## src/rtl/median_channel_scheduler.sv

```systemverilog
// Round-robin front end that shares one free-running 5-tap median engine between NCH
// sample channels, tagging each issue through the engine latency to label its result.

module median_chan_lane #(
    parameter int W = 16
) (
    input  logic               clk_i,
    input  logic               rst_i,
    input  logic               en_i,
    input  logic               strobe_i,
    input  logic [W-1:0]       data_i,
    input  logic               grant_i,
    input  logic               clr_ovr_i,
    output logic               pend_o,
    output logic [4:0][W-1:0]  win_o,
    output logic               primed_o,
    output logic               overrun_o
);
    logic              pend_q, pend_d;
    logic [W-1:0]      pdata_q, pdata_d;
    logic [4:0][W-1:0] win_q, win_d, win_shift;
    logic [2:0]        fill_q, fill_d;
    logic              ovr_q, ovr_d;
    logic              cap;

    assign cap       = strobe_i & en_i;
    // Element 0 is the newest sample; the oldest falls off element 4.
    assign win_shift = {win_q[3:0], pdata_q};

    always_comb begin
        pdata_d = cap ? data_i : pdata_q;
        ovr_d   = (cap & pend_q & ~grant_i) | (ovr_q & ~clr_ovr_i);
        pend_d  = 1'b0;
        win_d   = '0;
        fill_d  = '0;
        if (en_i) begin
            // A capture on the grant cycle re-arms pend with the new sample.
            pend_d = cap | (pend_q & ~grant_i);
            win_d  = grant_i ? win_shift : win_q;
            fill_d = (grant_i && fill_q != 3'd5) ? fill_q + 3'd1 : fill_q;
        end
    end

    always_ff @(posedge clk_i or posedge rst_i) begin
        if (rst_i) begin
            pend_q  <= 1'b0;
            pdata_q <= '0;
            win_q   <= '0;
            fill_q  <= '0;
            ovr_q   <= 1'b0;
        end else begin
            pend_q  <= pend_d;
            pdata_q <= pdata_d;
            win_q   <= win_d;
            fill_q  <= fill_d;
            ovr_q   <= ovr_d;
        end
    end

    assign pend_o    = pend_q;
    assign win_o     = win_shift;
    assign primed_o  = (fill_q >= 3'd4);
    assign overrun_o = ovr_q;
endmodule

module median_channel_scheduler #(
    parameter int NCH     = 4,
    parameter int ENG_LAT = 7,
    parameter int W       = 16
) (
    input  logic             clk_i,
    input  logic             rst_i,
    input  logic [NCH-1:0]   chan_enable_i,
    input  logic [NCH-1:0]   in_strobe_i,
    input  logic [NCH*W-1:0] in_data_i,
    input  logic             clear_overrun_i,
    output logic [5*W-1:0]   eng_window_o,
    output logic             eng_issue_o,
    input  logic [W-1:0]     eng_result_i,
    output logic             out_valid_o,
    output logic [2:0]       out_chan_o,
    output logic [W-1:0]     out_data_o,
    output logic             out_primed_o,
    output logic [NCH-1:0]   overrun_o
);
    localparam int PW = (NCH > 1) ? $clog2(NCH) : 1;

    logic [NCH-1:0]             lane_pend, lane_primed, req, gnt_oh;
    logic [NCH-1:0][4:0][W-1:0] lane_win;
    logic                       gnt_vld;
    logic [PW-1:0]              gnt_idx, cand, ptr_q;
    logic [2:0]                 gnt_chan;
    logic                       gnt_primed;

    logic [5*W-1:0]             eng_window_q;
    logic                       eng_issue_q;
    logic [ENG_LAT-1:0]         vld_pipe_q, prm_pipe_q;
    logic [ENG_LAT-1:0][2:0]    chan_pipe_q;
    logic                       out_valid_q, out_primed_q;
    logic [2:0]                 out_chan_q;
    logic [W-1:0]               out_data_q;

    genvar c;
    generate
        for (c = 0; c < NCH; c++) begin : g_lane
            median_chan_lane #(.W(W)) u_lane (
                .clk_i     (clk_i),
                .rst_i     (rst_i),
                .en_i      (chan_enable_i[c]),
                .strobe_i  (in_strobe_i[c]),
                .data_i    (in_data_i[c*W +: W]),
                .grant_i   (gnt_oh[c]),
                .clr_ovr_i (clear_overrun_i),
                .pend_o    (lane_pend[c]),
                .win_o     (lane_win[c]),
                .primed_o  (lane_primed[c]),
                .overrun_o (overrun_o[c])
            );
        end
    endgenerate

    assign req = lane_pend & chan_enable_i;

    // Search starts one past the last grant, so every requester waits at most NCH cycles.
    always_comb begin
        gnt_vld = 1'b0;
        gnt_idx = '0;
        cand    = '0;
        for (int i = 1; i <= NCH; i++) begin
            cand = PW'((int'(ptr_q) + i) % NCH);
            if (!gnt_vld && req[cand]) begin
                gnt_vld = 1'b1;
                gnt_idx = cand;
            end
        end
    end

    always_comb begin
        gnt_oh = '0;
        for (int i = 0; i < NCH; i++)
            gnt_oh[i] = gnt_vld && (gnt_idx == PW'(i));
    end

    assign gnt_chan   = gnt_vld ? 3'(gnt_idx) : 3'd0;
    assign gnt_primed = gnt_vld & lane_primed[gnt_idx];

    always_ff @(posedge clk_i or posedge rst_i) begin
        if (rst_i) begin
            ptr_q        <= PW'(NCH - 1);
            eng_window_q <= '0;
            eng_issue_q  <= 1'b0;
            vld_pipe_q   <= '0;
            chan_pipe_q  <= '0;
            prm_pipe_q   <= '0;
            out_valid_q  <= 1'b0;
            out_chan_q   <= '0;
            out_data_q   <= '0;
            out_primed_q <= 1'b0;
        end else begin
            eng_issue_q <= gnt_vld;
            if (gnt_vld) begin
                ptr_q        <= gnt_idx;
                eng_window_q <= lane_win[gnt_idx];
            end
            // Tag rides alongside the engine so the tail lines up with eng_result_i.
            vld_pipe_q   <= {vld_pipe_q[ENG_LAT-2:0], gnt_vld};
            chan_pipe_q  <= {chan_pipe_q[ENG_LAT-2:0], gnt_chan};
            prm_pipe_q   <= {prm_pipe_q[ENG_LAT-2:0], gnt_primed};
            out_valid_q  <= vld_pipe_q[ENG_LAT-1];
            out_chan_q   <= chan_pipe_q[ENG_LAT-1];
            out_primed_q <= prm_pipe_q[ENG_LAT-1];
            out_data_q   <= eng_result_i;
        end
    end

    assign eng_window_o = eng_window_q;
    assign eng_issue_o  = eng_issue_q;
    assign out_valid_o  = out_valid_q;
    assign out_chan_o   = out_chan_q;
    assign out_data_o   = out_data_q;
    assign out_primed_o = out_primed_q;
endmodule

```

## config.mk

```make
export PLATFORM = sky130hd
export DESIGN_NAME = median_channel_scheduler
export DESIGN_NICKNAME = d
export VERILOG_FILES = /design/src/rtl/median_channel_scheduler.sv
export SDC_FILE = /design/constraint.sdc
export NUM_CORES = 1
export LEC_CHECK = 0
export ABC_AREA = 1
export CORE_MARGIN = 3
export CORE_UTILIZATION = 62
export DETAILED_ROUTE_END_ITERATION = 10
export HOLD_SLACK_MARGIN = 0.05
export PLACE_DENSITY_LB_ADDON = 0.05
export SETUP_SLACK_MARGIN = 0.5
export SKIP_CTS_REPAIR_TIMING = 1
export SLEW_MARGIN = 20
export SYNTH_ARGS = -nofsm -noshare
export SYNTH_HDL_FRONTEND = slang
export SYNTH_HIERARCHICAL = 1
export SYNTH_SLANG_ARGS = --single-unit
```

## constraint.sdc

```tcl
create_clock -name clk_i -period 11.7 [get_ports clk_i]
set_clock_uncertainty 0.05 [all_clocks]
set_input_delay 2.925 -clock clk_i [delete_from_list [all_inputs] [get_ports clk_i]]
set_output_delay 2.925 -clock clk_i [all_outputs]
set_load 0.05 [all_outputs]
```

==> results of run 1 <==
[state kept, by name, indices dropped and copies added (netlist names)]
register	cells
out_chan_o	2
prm_pipe_q	7
vld_pipe_q	7
out_valid_o	1
g_lane.u_lane/win_o	256
out_primed_o	1
g_lane.u_lane/pdata_q	64
eng_window_o	80
g_lane.u_lane/pend_o	4
g_lane.u_lane/overrun_o	4
g_lane.u_lane/fill_q	12
out_data_o	16
ptr_q	2
chan_pipe_q	14
[synthesized netlist by cell type (all sizes together)]
master / count / share of area (%)
nand2: 971 / 17
dfrtp: 468 / 54
inv: 251 / 4.3
nand3: 171 / 4.0
nand4: 162 / 4.7
o22ai: 160 / 5.7
buf: 142 / 4.9
o21ai: 102 / 2.3
clkbuf: 53 / 0.91
nor2: 39 / 0.67
a21oi: 34 / 0.78
ha: 12 / 0.69
dfstp: 2 / 0.24
a22oi: 1 / 0.034
and2: 1 / 0.040
conb: 1 / 0.017
nor3: 1 / 0.023
[worst max-delay path, delay by kind of cell]
kind | cells | cell delay (ns)
and+or+nand+nor | 11 | 3.30
buffers and inverters | 6 | 2.27
[power breakdown]
part	internal, mW	leakage (nW)	switching [mW]
clock network	0.962	0.792	0.651
registers	1.94	6.24	0.195
logic	0.713	5.17	2.65
total	3.61	12.2	3.50
[worst paths after layout]
kind	startpoint	end	slack, ns	cells after the start
worst max-delay path	chan_enable_i[3]	g_lane[0].u_lane/fill_q[1]$_DFFE_PP0P_	3.55	17
worst min-delay path	prm_pipe_q[5]$_DFF_PP0_	prm_pipe_q[6]$_DFF_PP0_	0.29	0
worst max register to register	ptr_q[0]$_DFFE_PP1P_	g_lane[0].u_lane/fill_q[1]$_DFFE_PP0P_	6.13	15
worst min register to register	prm_pipe_q[5]$_DFF_PP0_	prm_pipe_q[6]$_DFF_PP0_	0.29	0
max in group asynchronous	rst_i	chan_pipe_q[0]$_DFF_PP0_	7.16	3
min in group asynchronous	rst_i	g_lane[2].u_lane/win_o[56]$_DFFE_PP0P_	3.07	2
[layout by cell type (no fill, tap or decap), drive strengths merged]
cell type and n:
nand2 971, dfstp 2, clkinv 10, nand3 171, conb 1, inv 250
clkdlybuf4s50 193, o22ai 160, nand4 162, a22oi 1, clkinvlp 2, dfrtp 468
buf 20, and2 1, bufinv 8, nor2 39, o21ai 102, clkbuf 64
ha 12, nor3 1, a21oi 34
[layout make-up]
class | count | area share, %
Clock buffer | 64 | 5.26
Tap cell | 455 | 2.28
Sequential cell | 470 | 47.2
Multi-Input combinational cell | 1655 | 31.7
Timing Repair Buffer | 213 | 8.40
Clock inverter | 19 | 1.28
Inverter | 251 | 3.84
[cell families after synthesis]
logic type                 count (synthesis)  synth area share (%)
and+or+nand+nor                         1345                  26.5
DFF                                      470                  53.8
buffers and inverters                    446                  10.1
AOI/OAI and AO/OA                        297                  8.87
adders and majority gates                 12                 0.687
other                                      1                0.0172
[metrics by stage]
| stage | total power [mW] | cells |
|---|---|---|
| 3_5_place_dp | 5.42 | 3044 |
| 4_1_cts | 7.03 | 3127 |
| 2_1_floorplan | 4.67 | 2571 |
| 6_report | 7.11 | 3127 |
| 3_3_place_gp | 5.37 | 3044 |
| 5_1_grt | 7.46 | 3127 |
[routing by layer]
| metal | vias up | wire [um] | global-route usage [%] |
|---|---|---|---|
| met4 | 0 | 2290 | 11.7 |
| met1 | 9151 | 27200 | 50.7 |
| met5 | - | 0 | 0 |
| met2 | 1010 | 31000 | 55.3 |
| li1 | 8484 | - | - |
| met3 | 141 | 6020 | 6.53 |
==> impl_metrics.tcl, run 1 <==
set metrics [dict create \
    hpwl_um 44300 \
    cp-end-kind "flip-flop" \
    htree_levels 2 \
    fill_cells 2739 \
    multi_input_area_sq_um 7910 \
    post_dp_cell_area_sq_um 23300 \
    ys_seq_area_share_pct 53.8 \
    initial_core_util_pct 63.1 \
    track_usage_pct 35.4 \
    yosysWarnings 6 \
    port_buffers 195 \
    worst_pin_slew_ns 1.18 \
    required_ns 12.13 \
    netlist_area_sq_um 21900 \
    slowest_delay_ns 0.86 \
    io_pins 197 \
    dp_worst_setup_slack_ns 3.15 \
    drv_slew 0 \
    vdd_drop_max_mv 0.273 \
    cpMostUsedCell "nand2_1" \
    dr.pass1.iters 6 \
    cts.sinks 470 \
    nets 2741 \
    crit_path_start_kind "primary input" \
    drt_wl_total_um 66500 \
    p_per_area_nw_per_um2 285 \
    drive_above_1_share_pct 6.32 \
    min_path_type "reg2reg" \
    syn_inst 2571 \
    postLayoutCellArea_sq_um 24900 \
    path_max_fanout 86 \
    grt_pass1_vias 18200 \
    drtIter0Drc 2222 \
    syn-num-nets 2674 \
    fmax_ghz 0.123 \
    path_clk_slew_ns 0.06 \
    grt_antenna_before_repair 0 \
    worst-setup-path-type "in2reg" \
    syn_area_per_cell_sq_um 8.50 \
    grt_max_degree 245 \
    cts_buffers 47 \
    root_buffer "clkbuf_16" \
    grt_pass1_wl_um 105000 \
    area_delta_synth_final_pct 14.0 \
    ant_nets 0 \
    slowest_stage "nand2_2" \
    clockBufferDepth 3 \
    die_h_um 194 \
    place.gp.congestion 0.903 \
    maxCapViolCount 0 \
    max-slew-margin-rel_pct 21.4 \
    overflow 0 \
    fin_crit_sh_pct 69.6 \
    antenna_cells 0 \
    core_area_sq_um 34600 \
    fin_tns_setup_ns 0 \
    num_vias 18800 \
    die_w_um 194 \
    via_per_inst 6.01 \
    cts_tree "yes" \
    hold_viol_final 0 \
    die_area_sq_um 37600 \
    synth_cell_types 28 \
    leakagePower_nw 12.2 \
    timing.final.ws_setup_ns 3.55 \
    outcome "completed" \
    setup_viol 0 \
    seq_area_sq_um 11800 \
    crit_path_cell_trace "clkdlybuf4s50_1, buf_4, nand3_1, nand3_1, nand2_1, nand2_2, nand3_4, nand3_4, buf_4, inv_1, nor3_1, buf_4, inv_2, nand2_2, nand2_1, nand2_1, nand2_1" \
    row_count 68 \
    post-route-min-period_ns 8.15 \
    cp.arrival_ns 8.57 \
    wl_per_cell_um 21.3 \
    worst_hold_slack_ns 0.293 \
    rsz0062_at_grt "no" \
    ys_ff_latch 470 \
    drc_errors 0 \
    final_core_util_pct 72.0 \
    clk_latency_ns 0.60 \
]
Note: power is estimated with default switching activity, not from simulation.
==> inputs of run 2 (changes only) <==
--- a/config.mk
+++ b/config.mk
@@ -7,7 +7,7 @@
 export LEC_CHECK = 0
 export ABC_AREA = 1
 export CORE_MARGIN = 3
-export CORE_UTILIZATION = 62
+export CORE_UTILIZATION = 52
 export DETAILED_ROUTE_END_ITERATION = 10
 export HOLD_SLACK_MARGIN = 0.05
 export PLACE_DENSITY_LB_ADDON = 0.05
==> constraint.sdc (replaced) <==
create_clock -name clk_i -period 7.4 [get_ports clk_i]
set_clock_uncertainty 0.05 [all_clocks]
set_input_delay 1.85 -clock clk_i [delete_from_list [all_inputs] [get_ports clk_i]]
set_output_delay 1.85 -clock clk_i [all_outputs]
set_load 0.05 [all_outputs]
==> run 2 against run 1 <==
  * Combinational power is 65% higher
  * Global-route usage is 4.1 points lower
  * Largest cell class unchanged
  * Largest power group unchanged
  * Via count is 2.0% lower
  * Wire length is 4.1% higher
  * Worst hold slack better by 0.0039 ns
==> impl_metrics.tcl, run 2 (synthesis gave the netlist of run 1 again) <==
set metrics [dict create \
    min_path_type "reg2reg" \
    hpwl_um 45800 \
    drtIter0Drc 1885 \
    dp_worst_setup_slack_ns 1.40 \
    worst-setup-path-type "in2reg" \
    hold_viol_final 0 \
    power_frac_comb_pct 47.7 \
    maxCapViolCount 0 \
    clk_latency_ns 0.59 \
    crit_path_cell_trace "clkdlybuf4s50_1, nand3_1, nand3_1, nand2_1, and2_4, nand2_1, nand2_1, nand2_1, nand2_2, inv_2, nor2_1, buf_4, inv_2, nand2_2, o21ai_0" \
    rsz0062_at_grt "no" \
    die_w_um 211 \
    io_pins 197 \
    seq_area_sq_um 11800 \
    via_per_inst 5.71 \
    use_met1_pct 45.4 \
    drc_errors 0 \
    p_switching_mw 5.70 \
    setup_viol 0 \
    area_delta_synth_final_pct 15.4 \
    fill_cells 3708 \
    pwr-share-clk_pct 23.3 \
    crit_path_start_kind "primary input" \
    die_area_sq_um 44500 \
    required_ns 7.82 \
    root_buffer "clkbuf_16" \
    wl_per_cell_um 21.5 \
    layout_common_cells "954 x nand2_1, 468 x dfrtp_1, 238 x inv_1" \
    layout_commonest_cell "nand2_1" \
    row_count 74 \
    final-instance-count-excl-fill 3222 \
    cts_tree "yes" \
    slowest_delay_ns 0.84 \
    timing.final.ws_setup_ns 1.96 \
    hold_depth 0 \
    core_area_sq_um 41200 \
    cts_buffers 50 \
    grt_pass1_vias 17900 \
    leakagePower_nw 12.3 \
    slowest_stage "clkdlybuf4s50_1" \
    grt_max_degree 101 \
    path_clk_slew_ns 0.06 \
    overflow 0 \
    switching_share_pct 49.1 \
    port_buffers 195 \
    post-route-min-period_ns 5.44 \
    path_max_fanout 49 \
    outcome "completed" \
    multi_input_area_sq_um 7920 \
    place.gp.congestion 0.892 \
    use_met3_pct 5.26 \
    num_vias 18400 \
    reg2regPathDepth 14 \
    drt_wl_total_um 69200 \
    dr.pass1.iters 6 \
    htree_levels 2 \
    vdd_drop_max_mv 0.531 \
    clockBufferDepth 3 \
    antenna_cells 0 \
    die_h_um 211 \
    cp-end-kind "flip-flop" \
    grtUsageMet2_pct 48.0 \
    track_usage_pct 31.3 \
    drive_above_1_share_pct 6.99 \
    grt-busiest-layer "met2" \
    cp.arrival_ns 5.86 \
    worst_pin_slew_ns 1.13 \
    grt_antenna_before_repair 0 \
    fmax_ghz 0.184 \
    grt_pass1_wl_um 107000 \
    largest_register_ffs 256 \
    dp.cells 3132 \
    max-slew-margin-rel_pct 24.3 \
    cts.sinks 470 \
    drv_slew 0 \
    worst_hold_slack_ns 0.297 \
    fin_tns_setup_ns 0 \
    ant_nets 0 \
    cpMostUsedCell "nand2_1" \
    r2r_slack_ns 3.36 \
    power.internal_mw 5.91 \
    p_per_area_nw_per_um2 460 \
    nets 2755 \
    initial_core_util_pct 53.1 \
    fin_crit_sh_pct 73.5 \
    seq_power_share_pct 29.0 \
]
## run 2: cell types whose count changed in the layout (fill, tap and decap cells not counted), moves of 2 or more
cell,change
clkinv_4,-2
clkbuf_16,+4
clkinv_2,+5
clkbuf_8,+2
buf_4,+12
inv_6,-2
clkinvlp_4,-2
## run 2: layout make-up
cell class	instances	share of cell area [%]
Timing Repair Buffer	224	8.56
Clock buffer	71	5.71
Sequential cell	470	46.6
Inverter	251	3.79
Multi-Input combinational cell	1655	31.4
Tap cell	532	2.64
Clock inverter	19	1.28
## run 2: path summary, 6_finish.rpt
| path | start | end |
|---|---|---|
| setup / recovery | chan_enable_i[3] | g_lane[3].u_lane/win_o[31]$_DFFE_PP0P_ |
| hold / removal | chan_pipe_q[12]$_DFF_PP0_ | chan_pipe_q[15]$_DFF_PP0_ |
| setup reg to reg | ptr_q[0]$_DFFE_PP1P_ | eng_window_o[38]$_DFFE_PP0P_ |
| hold reg to reg | chan_pipe_q[12]$_DFF_PP0_ | chan_pipe_q[15]$_DFF_PP0_ |
| max in group asynchronous | rst_i | out_data_o[7]$_DFF_PP0_ |
| min in group asynchronous | rst_i | g_lane[1].u_lane/pdata_q[13]$_DFFE_PP0N_ |
## run 2: power groups by stage
stage | combinational (mW) | clock (mW) | sequential, mW
after floorplan | 3.66 | 0 | 3.74
after global placement | 5.37 | 0 | 3.39
after detailed placement | 5.42 | 0 | 3.40
after CTS | 5.43 | 2.75 | 3.36
after global routing | 5.92 | 2.85 | 3.42
final | 5.53 | 2.71 | 3.37
## run 2: metal layers
metal / up-vias / share of wire (%)
met5: - / 0
met3: 116 / 7.9
met4: 0 / 3.3
li1: 8478 / -
met1: 9082 / 43
met2: 726 / 45
## run 2: metrics by stage
step | utilization (%) | instance area, sq um | total power, mW
floorplan | - | 21900 | 7.39
CTS | 61.2 | 25200 | 11.5
global route | 61.2 | 25200 | 12.2
finish | 61.2 | 25200 | 11.6
global placement | 56.9 | 23500 | 8.76
detailed placement | 56.9 | 23500 | 8.82
## run 2: critical path, delay by kind of cell
family	cells	cell delay [ns]
compound gates	1	0.44
buf+inv	4	1.56
simple gates	10	1.94
